==> config.mk <==
export PLATFORM = sky130hd
export DESIGN_NAME = wb_arbiter
export DESIGN_NICKNAME = d
export VERILOG_FILES = /design/src/rtl/wb_pkg.sv /design/src/rtl/wb_fifo.sv /design/src/rtl/wb_arbiter.sv
export SDC_FILE = /design/constraint.sdc
export NUM_CORES = 1
export LEC_CHECK = 0
export BUFFER_PORTS_ARGS = -buffer_cell sky130_fd_sc_hd__buf_2
export CAP_MARGIN = 10
export CORE_UTILIZATION = 59
export CTS_BUF_LIST = sky130_fd_sc_hd__clkbuf_2
export CTS_CLUSTER_SIZE = 28
export DETAILED_ROUTE_END_ITERATION = 7
export PLACE_DENSITY = 0.84
export SETUP_SLACK_MARGIN = 0.15
export SLEW_MARGIN = 20
export SYNTH_ARGS = -nofsm -noshare
export SYNTH_HDL_FRONTEND = slang
export SYNTH_SLANG_ARGS = --single-unit
==> constraint.sdc <==
create_clock -name clk -period 4 [get_ports clk]
set_clock_uncertainty 0.15 [all_clocks]
set_input_delay 0.6 -clock clk [delete_from_list [all_inputs] [get_ports clk]]
set_output_delay 0.6 -clock clk [all_outputs]
set_load 0.005 [all_outputs]
==> src/rtl/wb_pkg.sv <==
// Shared types and widths for the register-file write-back front end.
// Entry and request layouts are common to the arbiter, its FIFO and any checker.
package wb_pkg;

  localparam int XLEN       = 32;
  localparam int REG_ADDR_W = 5;

  typedef struct packed {
    logic                  live;
    logic [REG_ADDR_W-1:0] rd;
    logic [XLEN-1:0]       data;
  } wb_entry_t;

  typedef struct packed {
    logic [REG_ADDR_W-1:0] rd;
    logic [XLEN-1:0]       data;
  } wb_req_t;

endpackage

==> src/rtl/wb_fifo.sv <==
// Circular buffer for slow-path write-backs with per-entry live bits.
// A kill clears live bits of matching entries; killed entries still pop in order.
module wb_fifo
  import wb_pkg::*;
#(
  parameter int XLEN  = wb_pkg::XLEN,
  parameter int DEPTH = 4,
  localparam int PW   = $clog2(DEPTH)
) (
  input  logic                  clk,
  input  logic                  rst,
  input  logic                  push,
  input  logic [REG_ADDR_W-1:0] push_rd,
  input  logic [XLEN-1:0]       push_data,
  input  logic                  pop,
  input  logic                  kill_en,
  input  logic [REG_ADDR_W-1:0] kill_rd,
  output logic [PW:0]           count,
  output logic                  head_live,
  output logic [REG_ADDR_W-1:0] head_rd,
  output logic [XLEN-1:0]       head_data,
  output logic [31:0]           live_rd_mask
);

  logic [REG_ADDR_W-1:0] rd_q   [DEPTH];
  logic [XLEN-1:0]       data_q [DEPTH];
  logic [DEPTH-1:0]      live;
  logic [PW-1:0]         wptr;
  logic [PW-1:0]         rptr;

  // Kill first, then pop-clear, then push: a same-cycle push to the killed
  // rd is younger than the killing write and must stay live.
  always_ff @(posedge clk) begin
    if (rst) begin
      live  <= '0;
      wptr  <= '0;
      rptr  <= '0;
      count <= '0;
    end else begin
      for (int i = 0; i < DEPTH; i++) begin
        if (kill_en && live[i] && (rd_q[i] == kill_rd)) live[i] <= 1'b0;
      end
      if (pop) begin
        live[rptr] <= 1'b0;
        rptr       <= rptr + 1'b1;
      end
      if (push) begin
        live[wptr]   <= 1'b1;
        rd_q[wptr]   <= push_rd;
        data_q[wptr] <= push_data;
        wptr         <= wptr + 1'b1;
      end
      case ({push, pop})
        2'b10:   count <= count + 1'b1;
        2'b01:   count <= count - 1'b1;
        default: count <= count;
      endcase
    end
  end

  assign head_live = live[rptr];
  assign head_rd   = rd_q[rptr];
  assign head_data = data_q[rptr];

  always_comb begin
    live_rd_mask = '0;
    for (int i = 0; i < DEPTH; i++) begin
      if (live[i]) live_rd_mask[rd_q[i]] = 1'b1;
    end
    live_rd_mask[0] = 1'b0;
  end

endmodule

==> src/rtl/wb_arbiter.sv <==
// Merges the ALU path (absolute priority) and buffered slow path onto one
// register-file write port, and publishes the pending-destination mask.
module wb_arbiter
  import wb_pkg::*;
#(
  parameter int XLEN  = wb_pkg::XLEN,
  parameter int DEPTH = 4
) (
  input  logic                  clk,
  input  logic                  rst,
  input  logic                  a_valid,
  input  logic [REG_ADDR_W-1:0] a_rd,
  input  logic [XLEN-1:0]       a_data,
  input  logic                  b_valid,
  output logic                  b_ready,
  input  logic [REG_ADDR_W-1:0] b_rd,
  input  logic [XLEN-1:0]       b_data,
  output logic                  reg_write,
  output logic [REG_ADDR_W-1:0] rd,
  output logic [XLEN-1:0]       write_data,
  output logic [31:0]           pending_mask
);

  localparam int PW = $clog2(DEPTH);
  localparam logic [PW:0] FULL_CNT = (PW + 1)'(DEPTH);

  // Handshake: slow path transfers on b_valid && b_ready. b_ready depends only
  // on reset and the registered FIFO count, never on a same-cycle pop.
  logic                  a_req;
  logic                  b_push;
  logic                  fifo_pop;
  logic [PW:0]           count;
  logic                  head_live;
  logic [REG_ADDR_W-1:0] head_rd;
  logic [XLEN-1:0]       head_data;
  logic [31:0]           live_rd_mask;
  logic [31:0]           out_mask;

  assign a_req    = a_valid && (a_rd != '0);
  assign b_ready  = !rst && (count < FULL_CNT);
  assign b_push   = b_valid && b_ready && (b_rd != '0);
  assign fifo_pop = !a_req && (count != '0);

  wb_fifo #(.XLEN(XLEN), .DEPTH(DEPTH)) u_fifo (
    .clk          (clk),
    .rst          (rst),
    .push         (b_push),
    .push_rd      (b_rd),
    .push_data    (b_data),
    .pop          (fifo_pop),
    .kill_en      (a_req),
    .kill_rd      (a_rd),
    .count        (count),
    .head_live    (head_live),
    .head_rd      (head_rd),
    .head_data    (head_data),
    .live_rd_mask (live_rd_mask)
  );

  always_ff @(posedge clk) begin
    if (rst) begin
      reg_write  <= 1'b0;
      rd         <= '0;
      write_data <= '0;
    end else if (a_req) begin
      reg_write  <= 1'b1;
      rd         <= a_rd;
      write_data <= a_data;
    end else if (fifo_pop) begin
      reg_write  <= head_live;
      rd         <= head_rd;
      write_data <= head_data;
    end else begin
      reg_write  <= 1'b0;
    end
  end

  always_comb begin
    out_mask = '0;
    if (reg_write) out_mask[rd] = 1'b1;
    pending_mask    = live_rd_mask | out_mask;
    pending_mask[0] = 1'b0;
  end

endmodule

==> implementation parameters <==
Parameter                              Value

Synth
  Fraction of the mapped netlist area in compound gates    0.128
  Ys Warns    0
  Basic-gate share of the synthesized area counting and, or, nand and nor cells    0.134
  Synth Net Count    839
  Cell Area, Synth    between 0.009 and 0.01 mm²
  Average cell area after synthesis    12.7 µm²
  Async set-or-reset flop fraction in the synthesized netlist    0
  Cells after Synth    751
  Post-synthesis cell type count    43
  Share of synthesized cell area in full adder, half adder and majority cells    0.0139
  Number of enable flip-flop cells after synthesis    between 100 and 150
  Mux contribution to synthesized area    0.0918
  Dominant combinational cell family by area after synthesis    simple AND/OR/NAND/NOR gates
  Ys flop type    sky130_fd_sc_hd__edfxtp_1
  Xor and xnor fraction of the mapped netlist area    0.0211
  Total of flip-flops plus latches after synthesis    199
  Part of the Yosys area used for sequential elements    0.572

Min path
  Class of the most critical hold timing path    in2reg
  Number of cells on the worst hold path    3

Setup path
  Cell with the largest stage delay on the worst path    sky130_fd_sc_hd__edfxtp_1
  Worst Setup Start Kind    register
  Crit path kind    reg2out
  Worst EP required    3.25 ns
  Chain of cells forming the critical path    or3b_2 > o22ai_1 > nor2_1 > o221ai_1 > buf_2
  Data arrival at the endpoint of the critical path    2.47 ns
  Reg2Reg Depth    4
  Slowest cell delay on critical path    0.63 ns
  Kind of end point of the critical path    output pin
  Largest driver fanout on the critical path    10

Clock tree
  Number of H-tree branching levels    4
  Root buffer cell    sky130_fd_sc_hd__clkbuf_2
  TritonCTS clock tree    done
  Count of hold-fix buffers inserted at cts    73
  Longest Clk Path Bufs    2
  Latest clock arrival within the worst-skew pair    between 0.7 and 0.8 ns
  Cts repair resizes    0
  Number of sinks on the clock net    199
  Clock transition at the registers of the reported paths    ~0.27 ns
  TritonCTS buffer count    17
  Post-CTS Setup Bufs    0

Placed design
  Total half-perimeter wirelength after legalization and detailed placement    between 10000 and 15000 µm
  Global placement routability congestion    0.957
  Port buffer count    ~150
  Setup slack after placement    0.918 ns

STA
  Maximum frequency from static timing analysis    a little over 300 MHz
  Transition time at the pin with the least slew margin    1.05 ns
  Fin. max-slew vios    0
  RSZ-0062 raised after global routing    no
  # setup viols final    0
  Setup Total Neg Slack    0 ns
  Relative max-transition margin    0.298
  Min Tclk post-route    about 3.2 ns
  Final hold violation count    0
  Setup slack of the critical path after layout    0.776 ns
  Final critical-path share of the clock period    0.806

Drt
  Antenna viol nets, final    0
  DRT Wirelength    24100 µm
  Vias post-DR    7204
  Detailed Routing Iterations Pass 1    6
  Number of remaining DRC errors    0
  Number of design-rule violations left by the first detailed-router iteration    just over 800
  Vias per cell    between 6 and 7
  Routed wirelength normalized by instance count    slightly above 20 µm

Cells and area
  P&R area growth vs syn    18.4%
  Number of antenna diodes    0
  Net total in the final layout    1020
  Multi-input gate area in the final layout    0.00373 mm²
  Share of cells above drive strength 1    0.291
  Number of fill cells    1022
  Register area    between 0.005 and 0.006 mm²

Floorplanning
  Row cnt    46
  IO Pins    between 100 and 150
  Die Outline Area    0.0167 mm²
  Width of the die    129 µm
  Die Y-Extent    ~130 µm
  Floorplan Core Area    between 0.015 and 0.02 mm²
  Effective utilization at floorplan    0.604

Power and ir drop
  Leakage component of the power    4.02 nW
  Combinational share of power    0.275
  Pwr dens    450 mW/mm²
  Proportion of total power due to net switching    0.320
  Internal Power    roughly 3.5 mW
  Power share of the sequential group    0.504
  Proportion of power drawn by the clock network    0.221
  Switching power total    1.63 mW
  Highest ir drop seen on vdd    roughly 0.38 mV

Global routing
  Total congestion overflow    0
  Vias in the first global route    6928
  Largest net degree at the start of global routing    48
  Global-route wire length before repair    37000 µm
  Antenna violations before repair    0
  GRT Util Overall    0.300

Job
  Number of violations of the max-capacitance limit    0

Run status
  Run status    finished clean
==> logic make-up (layout without fill, tap and decap cells) <==
group | count (synthesis) | in the layout
flops | 199 | 199
compound gates | 151 | 151
simple gates | 253 | 253
other cells | 1 | 1
mux | 40 | 40
fa+ha+maj | 10 | 10
buf+inv | 74 | 268
xor+xnor | 23 | 23
==> worst max-delay path, delay by kind of cell (launching register included) <==
family | cells | cell delay [ns]
DFF | 1 | 0.63
and+or+nand+nor | 2 | 0.67
AOI/OAI and AO/OA | 2 | 0.26
buffers and inverters | 1 | 0.14
==> registers in the layout (all words and copies together), names as in the netlist, named ones only <==
name / flops
u_fifo.data_q: 128
write_data: 32
u_fifo.rd_q: 20
rd: 5
u_fifo.live: 4
u_fifo.count: 3
u_fifo.rptr: 2
u_fifo.wptr: 2
reg_write: 1
==> cell usage in the layout (no fill, tap or decap), types with 10 or more instances in the layout <==
| cell type | netlist | routed |
|---|---|---|
| sky130_fd_sc_hd__mux4_2 | 38 | 38 |
| sky130_fd_sc_hd__clkbuf_2 | 0 | 17 |
| sky130_fd_sc_hd__dlygate4sd3_1 | 0 | 73 |
| sky130_fd_sc_hd__a211oi_2 | 36 | 36 |
| sky130_fd_sc_hd__nor2_1 | 83 | 83 |
| sky130_fd_sc_hd__nand3b_1 | 25 | 25 |
| sky130_fd_sc_hd__nand3_1 | 30 | 30 |
| sky130_fd_sc_hd__a21oi_1 | 42 | 42 |
| sky130_fd_sc_hd__nor3b_1 | 20 | 20 |
| sky130_fd_sc_hd__xnor2_1 | 10 | 10 |
| sky130_fd_sc_hd__o22ai_1 | 16 | 16 |
| sky130_fd_sc_hd__buf_2 | 8 | 147 |
| sky130_fd_sc_hd__xor2_1 | 13 | 13 |
| sky130_fd_sc_hd__o221ai_1 | 16 | 16 |
| sky130_fd_sc_hd__nand2_1 | 58 | 58 |
| sky130_fd_sc_hd__a22oi_1 | 31 | 31 |
| sky130_fd_sc_hd__dfxtp_1 | 51 | 49 |
| sky130_fd_sc_hd__edfxtp_1 | 148 | 148 |
==> layout make-up <==
class,count,share of cell area
inverters,9,0.00299
clock buffers,17,0.00752
flip-flops and latches,199,0.483
well taps,216,0.0239
multi-input cells,478,0.330
repair buffers,227,0.134
clock inverters,15,0.0183
==> layer usage <==
| metal | share of wire | routed length (µm) | up-vias | track usage |
|---|---|---|---|---|
| met2 | 0.50 | 12000 | 435 | 0.492 |
| met1 | 0.38 | 9260 | 3454 | 0.385 |
| li1 | - | - | 3236 | - |
| met3 | 0.084 | 2020 | 79 | 0.0590 |
| met4 | 0.033 | 790 | 0 | 0.145 |
| met5 | 0 | 0 | - | 0 |
==> path summary, 6_finish.rpt <==
kind	start	endpoint	slack, ns
max	u_fifo.rd_q[3][1]$_DFFE_PP_	pending_mask[12]	0.78
min	a_rd[2]	rd[2]$_SDFFE_PP0P_	0.05
max reg2reg	register	write_data[11]$_SDFFE_PP0P_	1.63
min reg2reg	u_fifo.count[2]$_SDFFE_PP0P_	u_fifo.count[2]$_SDFFE_PP0P_	0.40
==> cells in the mapped netlist (20+ instances only) <==
library cell	n	share of area
sky130_fd_sc_hd__edfxtp_1	148	0.47
sky130_fd_sc_hd__nor2_1	83	0.033
sky130_fd_sc_hd__nand2_1	58	0.023
sky130_fd_sc_hd__dfxtp_1	51	0.11
sky130_fd_sc_hd__clkbuf_1	44	0.017
sky130_fd_sc_hd__a21oi_1	42	0.022
sky130_fd_sc_hd__mux4_2	38	0.090
sky130_fd_sc_hd__a211oi_2	36	0.047
sky130_fd_sc_hd__a22oi_1	31	0.024
sky130_fd_sc_hd__nand3_1	30	0.016
sky130_fd_sc_hd__nand3b_1	25	0.020
sky130_fd_sc_hd__nor3b_1	20	0.016
==> power groups by stage <==
stage                     registers [mW]  clock network, mW  logic (mW)
after floorplan                     2.50                  0        1.01
after global placement              2.60                  0        1.29
after detailed placement            2.60                  0        1.32
after CTS                           2.56               1.13        1.39
after global routing                2.59               1.21        1.52
final                               2.56               1.12        1.40
==> metrics by stage <==
step                      hold slack (ns)  cell area [µm²]  std cells  utilization  power [mW]
after floorplan                     0.329             9550        751            -        3.52
after detailed placement            0.371            10300       1056        0.650        3.92
after global placement              0.365            10300       1056        0.650        3.89
after CTS                         0.00150            11300       1161        0.715        5.08
final                              0.0494            11300       1161        0.715        5.09
after global routing              0.00149            11300       1161        0.715        5.31
Power figures use the tool's default switching activity.
